## src/rtl/bcd_pkg.sv

```systemverilog
// Shared types and constants for the bin_to_bcd3 binary-to-BCD converter.
// The optional BIN_TO_BCD3_AUTO_CONVERT_EN feature is selected in bin_to_bcd3.sv.
package bcd_pkg;

    typedef enum logic [0:0] {
        IDLE  = 1'b0,
        SHIFT = 1'b1
    } state_t;

    localparam int BCD_DIGIT_W    = 4;
    localparam int BCD_NUM_DIGITS = 3;
    localparam int BCD_W          = BCD_DIGIT_W * BCD_NUM_DIGITS;

    localparam logic [BCD_DIGIT_W-1:0] BCD_ADJ_THRESH = 4'd5;
    localparam logic [BCD_DIGIT_W-1:0] BCD_ADJ_ADD    = 4'd3;

endpackage

```

## src/rtl/bin_to_bcd3_if.sv

```systemverilog
// Request/result bundle between a value source (master) and the bin_to_bcd3 converter (slave).
// Digit nibbles feed the seven-segment scanner directly.
interface bin_to_bcd3_if #(
    parameter int WIDTH = 8
) ();
    import bcd_pkg::*;

    logic                   start;
    logic [WIDTH-1:0]       value;
    logic                   busy;
    logic                   done;
    logic [BCD_DIGIT_W-1:0] digitL;
    logic [BCD_DIGIT_W-1:0] digitM;
    logic [BCD_DIGIT_W-1:0] digitR;

    modport master (
        output start,
        output value,
        input  busy,
        input  done,
        input  digitL,
        input  digitM,
        input  digitR
    );

    modport slave (
        input  start,
        input  value,
        output busy,
        output done,
        output digitL,
        output digitM,
        output digitR
    );

endinterface

```

## src/rtl/bcd_digit_adj.sv

```systemverilog
// Combinational double-dabble correction cell: a nibble of 5 or more gets 3 added
// so that the following left shift carries correctly into the next decimal digit.
module bcd_digit_adj
    import bcd_pkg::*;
(
    input  logic [BCD_DIGIT_W-1:0] din,
    output logic [BCD_DIGIT_W-1:0] dout
);

    always_comb begin
        dout = din;
        if (din >= BCD_ADJ_THRESH) begin
            dout = din + BCD_ADJ_ADD;
        end
    end

endmodule

```

## src/rtl/bin_to_bcd3.sv

```systemverilog
// Sequential binary to 3-digit BCD converter, one double-dabble iteration per clock.
// Define BIN_TO_BCD3_AUTO_CONVERT_EN to restart conversion automatically whenever value changes.
module bin_to_bcd3
    import bcd_pkg::*;
#(
    parameter int WIDTH = 8
) (
    input  logic         clk,
    input  logic         reset_n,
    bin_to_bcd3_if.slave bus
);

    localparam int CNT_W = $clog2(WIDTH + 1);

    generate
        if (WIDTH < 4 || WIDTH > 9) begin : g_width_check
            $error("bin_to_bcd3: WIDTH must be in 4..9 so the result fits in three digits");
        end
    endgenerate

    state_t           state_reg,  state_next;
    logic [WIDTH-1:0] bin_reg,    bin_next;
    logic [BCD_W-1:0] bcd_reg,    bcd_next;
    logic [CNT_W-1:0] cnt_reg,    cnt_next;
    logic [BCD_W-1:0] digits_reg, digits_next;
    logic             done_reg,   done_next;
    logic             accept;

    logic [BCD_W-1:0]       bcd_adj;
    logic [BCD_W+WIDTH-1:0] dabble;
    logic [BCD_W-1:0]       bcd_shift;
    logic [WIDTH-1:0]       bin_shift;

    genvar gi;
    generate
        for (gi = 0; gi < BCD_NUM_DIGITS; gi++) begin : g_adj
            bcd_digit_adj u_adj (
                .din  (bcd_reg[gi*BCD_DIGIT_W +: BCD_DIGIT_W]),
                .dout (bcd_adj[gi*BCD_DIGIT_W +: BCD_DIGIT_W])
            );
        end
    endgenerate

    // The accumulator's top bit is always zero for WIDTH <= 9, so dropping it in the shift is safe.
    assign dabble    = {bcd_adj, bin_reg} << 1;
    assign bcd_shift = dabble[BCD_W+WIDTH-1 -: BCD_W];
    assign bin_shift = dabble[WIDTH-1:0];

`ifdef BIN_TO_BCD3_AUTO_CONVERT_EN
    logic [WIDTH-1:0] last_reg, last_next;

    assign accept = bus.start || (bus.value != last_reg);

    always_ff @(posedge clk) begin
        if (!reset_n) begin
            last_reg <= '0;
        end else begin
            last_reg <= last_next;
        end
    end
`else
    assign accept = bus.start;
`endif

    always_comb begin
        state_next  = state_reg;
        bin_next    = bin_reg;
        bcd_next    = bcd_reg;
        cnt_next    = cnt_reg;
        digits_next = digits_reg;
        done_next   = 1'b0;
`ifdef BIN_TO_BCD3_AUTO_CONVERT_EN
        last_next   = last_reg;
`endif
        case (state_reg)
            IDLE: begin
                if (accept) begin
                    state_next = SHIFT;
                    bin_next   = bus.value;
                    bcd_next   = '0;
                    cnt_next   = CNT_W'(WIDTH);
`ifdef BIN_TO_BCD3_AUTO_CONVERT_EN
                    last_next  = bus.value;
`endif
                end
            end
            SHIFT: begin
                bin_next = bin_shift;
                bcd_next = bcd_shift;
                cnt_next = cnt_reg - CNT_W'(1);
                // Publish all three digits together so the display never sees a partial result.
                if (cnt_reg == CNT_W'(1)) begin
                    digits_next = bcd_shift;
                    done_next   = 1'b1;
                    state_next  = IDLE;
                end
            end
            default: begin
                state_next = IDLE;
            end
        endcase
    end

    always_ff @(posedge clk) begin
        if (!reset_n) begin
            state_reg  <= IDLE;
            bin_reg    <= '0;
            bcd_reg    <= '0;
            cnt_reg    <= '0;
            digits_reg <= '0;
            done_reg   <= 1'b0;
        end else begin
            state_reg  <= state_next;
            bin_reg    <= bin_next;
            bcd_reg    <= bcd_next;
            cnt_reg    <= cnt_next;
            digits_reg <= digits_next;
            done_reg   <= done_next;
        end
    end

    assign bus.busy   = (state_reg == SHIFT);
    assign bus.done   = done_reg;
    assign bus.digitL = digits_reg[2*BCD_DIGIT_W +: BCD_DIGIT_W];
    assign bus.digitM = digits_reg[1*BCD_DIGIT_W +: BCD_DIGIT_W];
    assign bus.digitR = digits_reg[0*BCD_DIGIT_W +: BCD_DIGIT_W];

endmodule
```

## src/flat_wrapper.sv

```systemverilog
// flat-port wrapper written by rule: the top's interface ports become plain ports
module bin_to_bcd3_flat import bcd_pkg::*;
#(
    parameter int WIDTH = 8
)
  (clk, reset_n, bus_start, bus_value, bus_busy, bus_done, bus_digitL, bus_digitM, bus_digitR);
  bin_to_bcd3_if #(.WIDTH(WIDTH)) bus_i ();
  input  logic clk;
  input  logic reset_n;
  input wire logic [$bits(bus_i.start)-1:0] bus_start;
  input wire logic [$bits(bus_i.value)-1:0] bus_value;
  output wire logic [$bits(bus_i.busy)-1:0] bus_busy;
  output wire logic [$bits(bus_i.done)-1:0] bus_done;
  output wire logic [$bits(bus_i.digitL)-1:0] bus_digitL;
  output wire logic [$bits(bus_i.digitM)-1:0] bus_digitM;
  output wire logic [$bits(bus_i.digitR)-1:0] bus_digitR;
  assign bus_i.start = bus_start;
  assign bus_i.value = bus_value;
  assign bus_busy = bus_i.busy;
  assign bus_done = bus_i.done;
  assign bus_digitL = bus_i.digitL;
  assign bus_digitM = bus_i.digitM;
  assign bus_digitR = bus_i.digitR;
  bin_to_bcd3 #(.WIDTH(WIDTH)) u_core (.clk(clk), .reset_n(reset_n), .bus(bus_i));
endmodule
```

## config.mk

```make
export PLATFORM = sky130hd
export DESIGN_NAME = bin_to_bcd3_flat
export DESIGN_NICKNAME = d
export VERILOG_FILES = /design/src/rtl/bcd_pkg.sv /design/src/rtl/bin_to_bcd3_if.sv /design/src/rtl/bcd_digit_adj.sv /design/src/rtl/bin_to_bcd3.sv /design/src/flat_wrapper.sv
export SDC_FILE = /design/constraint.sdc
export NUM_CORES = 1
export LEC_CHECK = 0
export ABC_AREA = 1
export ABC_CLOCK_PERIOD_IN_PS = 1600
export BUFFER_PORTS_ARGS = -buffer_cell sky130_fd_sc_hd__buf_4
export CORE_MARGIN = 2
export CORE_UTILIZATION = 40
export CTS_BUF_LIST = sky130_fd_sc_hd__clkbuf_4 sky130_fd_sc_hd__clkbuf_8
export DETAILED_ROUTE_END_ITERATION = 10
export PLACE_DENSITY = 0.58
export SLEW_MARGIN = 20
export SYNTH_ARGS = -nofsm -noshare
export SYNTH_HDL_FRONTEND = slang
export SYNTH_HIERARCHICAL = 1
export SYNTH_SLANG_ARGS = --single-unit
```

## constraint.sdc

```tcl
create_clock -name clk -period 1.6 [get_ports clk]
set_clock_uncertainty 0.2 [all_clocks]
set_input_delay 0 -clock clk [delete_from_list [all_inputs] [get_ports clk]]
set_output_delay 0 -clock clk [all_outputs]
set_load 0.03 [all_outputs]
```

# Yosys cells after proc, flatten, opt, wreduce, memory -nomap -nowiden
# Index checks and enable logic that the tools add are counted.
[op_classes]
add_sub_neg = 4
magnitude_cmp = 3
eq_ne = 2
mux = 13
n_bitwise = 1
reduce_logical = 2
[ops]
columns = ["op", "n"]
rows = [
  ["$pmux W12 S2", 1],
  ["$pmux W8 S2", 1],
  ["$ge A4 B3 Y1 const B", 3],
  ["$mux W12", 1],
  ["$mux W4", 3],
  ["$add A4 B2 Y4 const B", 2],
  ["$mux W8", 1],
  ["$pmux W4 S2", 1],
  ["$eq A4 B1 Y1 const B", 1],
  ["$reduce_and A2 Y1", 2],
  ["$sub A4 B1 Y4 const B", 1],
  ["$add A3 B2 Y3 const B", 1],
  ["$mux W1", 3],
  ["$mux W3", 1],
  ["$ne A2 B2 Y1 const B", 1],
  ["$pmux W1 S2", 1],
  ["$not A1 Y1", 1],
]
[word_totals]
regBits = 38
output_inout_bits = 14
elab_cells = 31

# Logic depth before layout (Yosys ltp)
# Gate-level depths: netlist of the first run.
[logic_depth]
word_depth = 3
mapped_depth = 9
ltp_nobuf = 9

# Hierarchy
# The synthesis of the first run kept the hierarchy.
[by_module_without_submodules]
columns = ["mod", "n_inst", "cells_per_inst", "area_each_um2"]
rows = [
  ["bin_to_bcd3", 1, 198, 1549.0],
  ["bcd_digit_adj", 3, 23, 135.1],
]

# Worst setup path before layout of the first run
# OpenSTA, ideal clock, no wires.
[synth_timing]
kind = "register -> register"
start = "reg u_core.state_reg (netlist: u_core/bus.busy)"
end = "reg u_core.bin_reg[2]"
setup_ns = 0.109
arrival_time_ns = 1.125
required_ns = 1.291
path_slack_ns = 0.166
stages_incl_launch_ff = 10
n_path_buf = 2
period_less_slack_ns = 1.434
cell_sequence = "dfxtp_1 buf_6 inv_4 nand2_4 inv_4 buf_12 nand2_2 nand3_2 nand2_1 inv_1"
[synth_via]
elab_chain_cells = 2
[synth_rtl]
columns = ["item", "line_no", "rtl"]
rows = [
  ["start: declaration", "bin_to_bcd3.sv:21", "state_t state_reg, state_next;"],
  ["start signal: assignment", "bin_to_bcd3.sv:113", "state_reg <= state_next;"],
  ["$not A1 Y1", "bin_to_bcd3.sv:75", "case (state_reg)"],
  ["$pmux W8 S2 or $ne A2 B2 Y1 (tied branches)", "-", ""],
  ["end signal: assignment", "bin_to_bcd3.sv:114", "bin_reg <= bin_next;"],
  ["end: declaration", "bin_to_bcd3.sv:22", "logic [WIDTH-1:0] bin_reg, bin_next;"],
]
# Parallel ways exist; a longest one is shown, timed or not.
# A chain may end at the register's enable or synchronous reset.

# Worst setup path after layout of the first run
[layout_timing]
start = "reg u_core.bcd_reg[8]"
end = "reg u_core.bcd_reg[10]"
[layout_via]
elab_chain_cells = 3
[layout_rtl]
columns = ["item", "line_no", "rtl"]
rows = [
  ["start: declaration", "bin_to_bcd3.sv:23", "logic [BCD_W-1:0] bcd_reg, bcd_next;"],
  ["start signal: assignment", "bin_to_bcd3.sv:115", "bcd_reg <= bcd_next;"],
  ["$ge A4 B3 Y1 or $add A3 B2 Y3 (tied branches)", "bcd_digit_adj.sv:12, bcd_digit_adj.sv:13", ""],
  ["$mux W3 *", "bcd_digit_adj.sv:12", "if (din >= BCD_ADJ_THRESH) begin"],
  ["via u_core.bcd_adj[9]", "bin_to_bcd3.sv:29", "logic [BCD_W-1:0] bcd_adj;"],
  ["$pmux W12 S2 *", "bin_to_bcd3.sv:75", ""],
]
# Mark *: on every way through the listed nets, which the timed path passes. The rest lies on a longest branch.

==> results of run 1 <==
-- worst max-delay path by stage --
stage	start	endpoint	slack (ns)	cells past startpoint
after detailed placement	u_core/bcd_reg[4]	u_core/bcd_reg[8]	0.04	7
after floorplan	u_core/bus.busy	u_core/bin_reg[2]	0.17	9
after global routing	u_core/bcd_reg[8]	u_core/bcd_reg[10]	-0.004	7
after global placement	u_core/bcd_reg[4]	u_core/bcd_reg[8]	0.07	7
after CTS	u_core/bcd_reg[4]	u_core/bcd_reg[8]	0.02	7
final	u_core/bcd_reg[8]	u_core/bcd_reg[10]	0.11	7
-- what timing repair did --
item,in CTS,in global routing
hold buffers,10,0
endpoints found under the setup margin,1,14
pin swaps,0,6
cloned,0,0
gates resized for setup,1,12
hold endpoints to repair,14,0
-- layer usage --
metal	vias to the layer above	share of wire
li1	886	-
met1	731	0.48
met2	27	0.47
met3	7	0.036
met4	0	0.011
met5	-	0
-- metrics by stage --
step | hold WS [ns] | cells | worst slack, ns
6_report | 0.268 | 352 | 0.107
5_1_grt | 0.299 | 352 | -0.00378
4_1_cts | 0.270 | 352 | 0.0158
3_5_place_dp | 0.0462 | 334 | 0.0407
3_3_place_gp | 0.0447 | 334 | 0.0670
2_1_floorplan | -0.0616 | 262 | 0.166
-- final cells by class --
type / instances / area [sq um]
Fill cell: 449 / 2340
Multi-Input combinational cell: 185 / 983
Sequential cell: 38 / 769
Timing Repair Buffer: 38 / 310
Inverter: 29 / 114
Clock buffer: 5 / 68.8
Tap cell: 54 / 67.6
Clock inverter: 3 / 40.0
-- worst max-delay path: stages, from the launching register on --
cell and delay (ns):
dfxtp_1 0.38, inv_1 0.07, ha_1 0.23, nor2_4 0.15, nor2_4 0.06, o21ai_2 0.13, nand2_1 0.07, a21oi_1 0.13
-- power breakdown --
part | internal [uW] | switching, uW | total [uW]
clock network | 459 | 354 | 813
logic | 84.2 | 117 | 201
registers | 969 | 22.8 | 992
==> flow_summary.yaml, run 1 <==
sta:
  fin_tns_setup_ns: 0
  setup_viol: 0
  rsz0062_at_grt: "yes"
  slew_viol_final: 0
  maxSlewHeadroom: 0.624
  fmax_mhz: 670
  final.min_clock_period_ns: 1.49
  hold_viol: 0
  fin_crit_sh: 0.933
  worst_pin_slew_ns: 0.563
global_routing:
  grt_busiest_layer: "met2"
  overflow: 0
  gr-usage-met2: 0.282
  gr-usage-met3: 0.0370
  met1_usage: 0.208
  track_usage: 0.166
  grt_pass1_vias: 1553
  grt_pass1_wl_mm: 6.91
  grt_start_max_net_pins: 23
  antenna_found_initial: 0
job:
  cap_violations: 0
floorplan:
  num_rows: 25
  die_x_microns: 73.4
  dieArea_sq_um: 5390
  fp.dieH_microns: 73.4
  start_util: 0.411
  ios: 25
  core_area_sq_um: 4690
final_layout:
  final_area_sq_um: 2350
  antennaDiodeCount: 0
  syn_to_final_growth_pct: 22.1
  final_common_cell: "nand2_1"
  drive_gt1_frac: 0.275
  layout_common_cells: "92 x nand2_1, 33 x dfxtp_1, 28 x buf_4"
  post-route-util: 0.502
  nets: 316
placed_design:
  dp_hpwl_mm: 2.65
  place_congestion: 0.834
  placed_area_sq_um: 2120
  port_buffers: 24
yosys:
  synth_warnings: 6
  syn_area_sq_um: 1930
  syn-num-nets: 281
  netlist_instances: 262
  avgSynthCellArea_sq_um: 7.36
drt:
  drcViolationCount: 0
  ant_nets: 0
  vias: 1651
  wire_per_inst_microns: 11.6
  vias_per_cell: 4.69
  totalWireLength_mm: 4.07
  drt-initial-drc-count: 94
  drt-pass1-iter-count: 4
critical_path:
  timing.critical_path.arrival_ns: 1.51
  rrSetupSlack_ns: 0.11
  r2r_cells: 7
  worstPathMaxFanout: 4
  r2r-start: "u_core/bcd_reg[8]"
  reg2reg_to: "u_core/bcd_reg[10]"
  worstSetupPathType: "flip-flop to flip-flop"
  end_kind: "flip-flop"
  startpoint_type: "flip-flop"
  critPathRequiredTime_ns: 1.62
hold_path:
  hold_class: "flip-flop to flip-flop"
  min_to: "u_core/bcd_reg[11]"
  min_path_cells: 2
  hp-start: "u_core/bcd_reg[11]"
cts:
  clkTransAtPathRegs_ns: 0.08
  htree_levels: 2
  numCtsBuffers: 5
  clock_latency_ns: 0.29
  root_buffer: "clkbuf_8"
  cts.path.max_buffers: 2
  tritoncts: "done"
  cts.sinks: 38
  postCtsSetupBuffers: 0
power:
  ir_worst_vdd_mv: 0.529
  p_total_uw: 2010
  cellPowerDensity_nw_per_um2: 853
  p_leak_uw: 0.00109
status:
  status: "completed"
No activity file was read; power rests on OpenSTA's default activity.
==> run 2, diff against run 1 <==
--- a/config.mk
+++ b/config.mk
@@ -13,6 +13,7 @@
 export CTS_BUF_LIST = sky130_fd_sc_hd__clkbuf_4 sky130_fd_sc_hd__clkbuf_8
 export DETAILED_ROUTE_END_ITERATION = 10
 export PLACE_DENSITY = 0.58
+export RECOVER_POWER = 25
 export SLEW_MARGIN = 20
 export SYNTH_ARGS = -nofsm -noshare
 export SYNTH_HDL_FRONTEND = slang
==> run 2 against run 1 <==
  * Via count up 0.48%
  * Die area is the same
  * Cell count unchanged
  * Wire length grew 0.12%
  * Final area is 1.9% lower
  * Setup slack about the same
  * Sequential power about the same
  * Critical endpoint unchanged
==> flow_summary.yaml, run 2 (synthesized netlist as in run 1, its figures left out) <==
status:
  status: "completed"
final_layout:
  layout_common_cells: "92 x nand2_1, 33 x dfxtp_1, 21 x inv_1"
  antennaDiodeCount: 0
  final_common_cell: "nand2_1"
  nets: 316
  post-route-util: 0.492
  drive_gt1_frac: 0.235
  n_fill_cell: 465
  syn_to_final_growth_pct: 19.7
drt:
  met3WireLength_microns: 117
  drt-initial-drc-count: 96
  vias_per_cell: 4.71
  ant_nets: 0
  wire_per_inst_microns: 11.6
  highest_layer: "met4"
  drcViolationCount: 0
  vias: 1659
  wl_met1_mm: 1.96
  routed-wl-met2_mm: 1.95
  drt-pass1-iter-count: 5
  totalWireLength_mm: 4.08
sta:
  maxSlewHeadroom: 0.624
  hold_viol: 0
  finalWorstSetupSlack_ns: 0.107
  fin_crit_sh: 0.933
  worst_pin_slew_ns: 0.564
  fmax_mhz: 670
  setup_viol: 0
  slew_viol_final: 0
  final.min_clock_period_ns: 1.49
  rsz0062_at_grt: "yes"
  fin_hold_ws_ns: 0.267
hold_path:
  min_path_cells: 2
  hold_class: "flip-flop to flip-flop"
floorplan:
  core_area_sq_um: 4690
  dieArea_sq_um: 5390
  start_util: 0.411
  ios: 25
  fp.dieH_microns: 73.4
  num_rows: 25
  die_x_microns: 73.4
placed_design:
  port_buffers: 24
  dp_hpwl_mm: 2.65
  pre_cts_ws_ns: 0.0407
  place_congestion: 0.834
cts:
  clkTransAtPathRegs_ns: 0.07
  clock_latency_ns: 0.29
  htree_levels: 2
  postCtsSetupBuffers: 0
  root_buffer: "clkbuf_8"
  numCtsBuffers: 5
  tritoncts: "done"
  cts.path.max_buffers: 2
  cts.sinks: 38
critical_path:
  startpoint_type: "flip-flop"
  worstSetupPathType: "flip-flop to flip-flop"
  worstPathMaxFanout: 4
  critPathRequiredTime_ns: 1.62
  r2r_cells: 7
  timing.critical_path.arrival_ns: 1.51
  end_kind: "flip-flop"
power:
  swShare: 0.245
  switchingPower_uw: 490
  p_seq_frac: 0.496
  comb_power_share: 0.100
  ir_worst_vdd_mv: 0.529
  p_leak_uw: 0.00104
  p_total_uw: 2000
  power_frac_clock: 0.404
  p_int_uw: 1510
  cellPowerDensity_nw_per_um2: 867
global_routing:
  overflow: 0
  grt_start_max_net_pins: 23
  track_usage: 0.166
  grt_pass1_wl_mm: 6.91
  grt_pass1_vias: 1553
  antenna_found_initial: 0
job:
  cap_violations: 0
run 2: layout make-up:
type / instances / area [sq um] / share of cell area
multi-input cells: 185 / 983 / 0.426
flip-flops and latches: 38 / 769 / 0.333
repair buffers: 38 / 265 / 0.115
inverters: 29 / 114 / 0.0493
clock buffers: 5 / 68.8 / 0.0298
well taps: 54 / 67.6 / 0.0293
clock inverters: 3 / 40.0 / 0.0173
run 2: final timing paths:
path | start | to | slack (ns)
hold reg to reg | u_core/digits_reg[3] | u_core/digits_reg[3] | 0.27
setup reg to reg | u_core/bcd_reg[8] | u_core/bcd_reg[10] | 0.11
hold / removal | u_core/digits_reg[3] | u_core/digits_reg[3] | 0.27
setup / recovery | u_core/bcd_reg[8] | u_core/bcd_reg[10] | 0.11
run 2: critical path, stage by stage, from the launching register on:
cell     delay [ns]
dfxtp_1        0.38
inv_1          0.07
ha_1           0.23
nor2_4         0.15
nor2_4         0.06
o21ai_2        0.13
nand2_1        0.07
a21oi_1        0.13
run 2: per-stage QoR:
stage,cell area [sq um],TNS (ns),std cells
floorplan,1930,0,262
global placement,2120,0,334
detailed placement,2120,0,334
CTS,2330,0,352
global route,2310,-0.00378,352
finish,2310,0,352
run 2: per-layer routing:
metal | global-route usage | vias up
li1 | - | 887
met1 | 0.208 | 743
met2 | 0.282 | 22
met3 | 0.0370 | 7
met4 | 0.0545 | 0
met5 | 0 | -
run 2: power by group through the flow:
stage,logic [uW],registers [uW],clock network (uW)
after floorplan,144,1010,0
final,201,992,809
after global placement,181,1020,0
after CTS,202,994,834
after global routing,225,996,859
after detailed placement,182,1020,0
run 2: timing repair:
item | in CTS | in global routing
resized for setup | 1 | 12
hold endpoints to repair | 14 | 0
hold buffers | 10 | 0
pin swaps | 0 | 6
endpoints found under the setup margin | 1 | 14
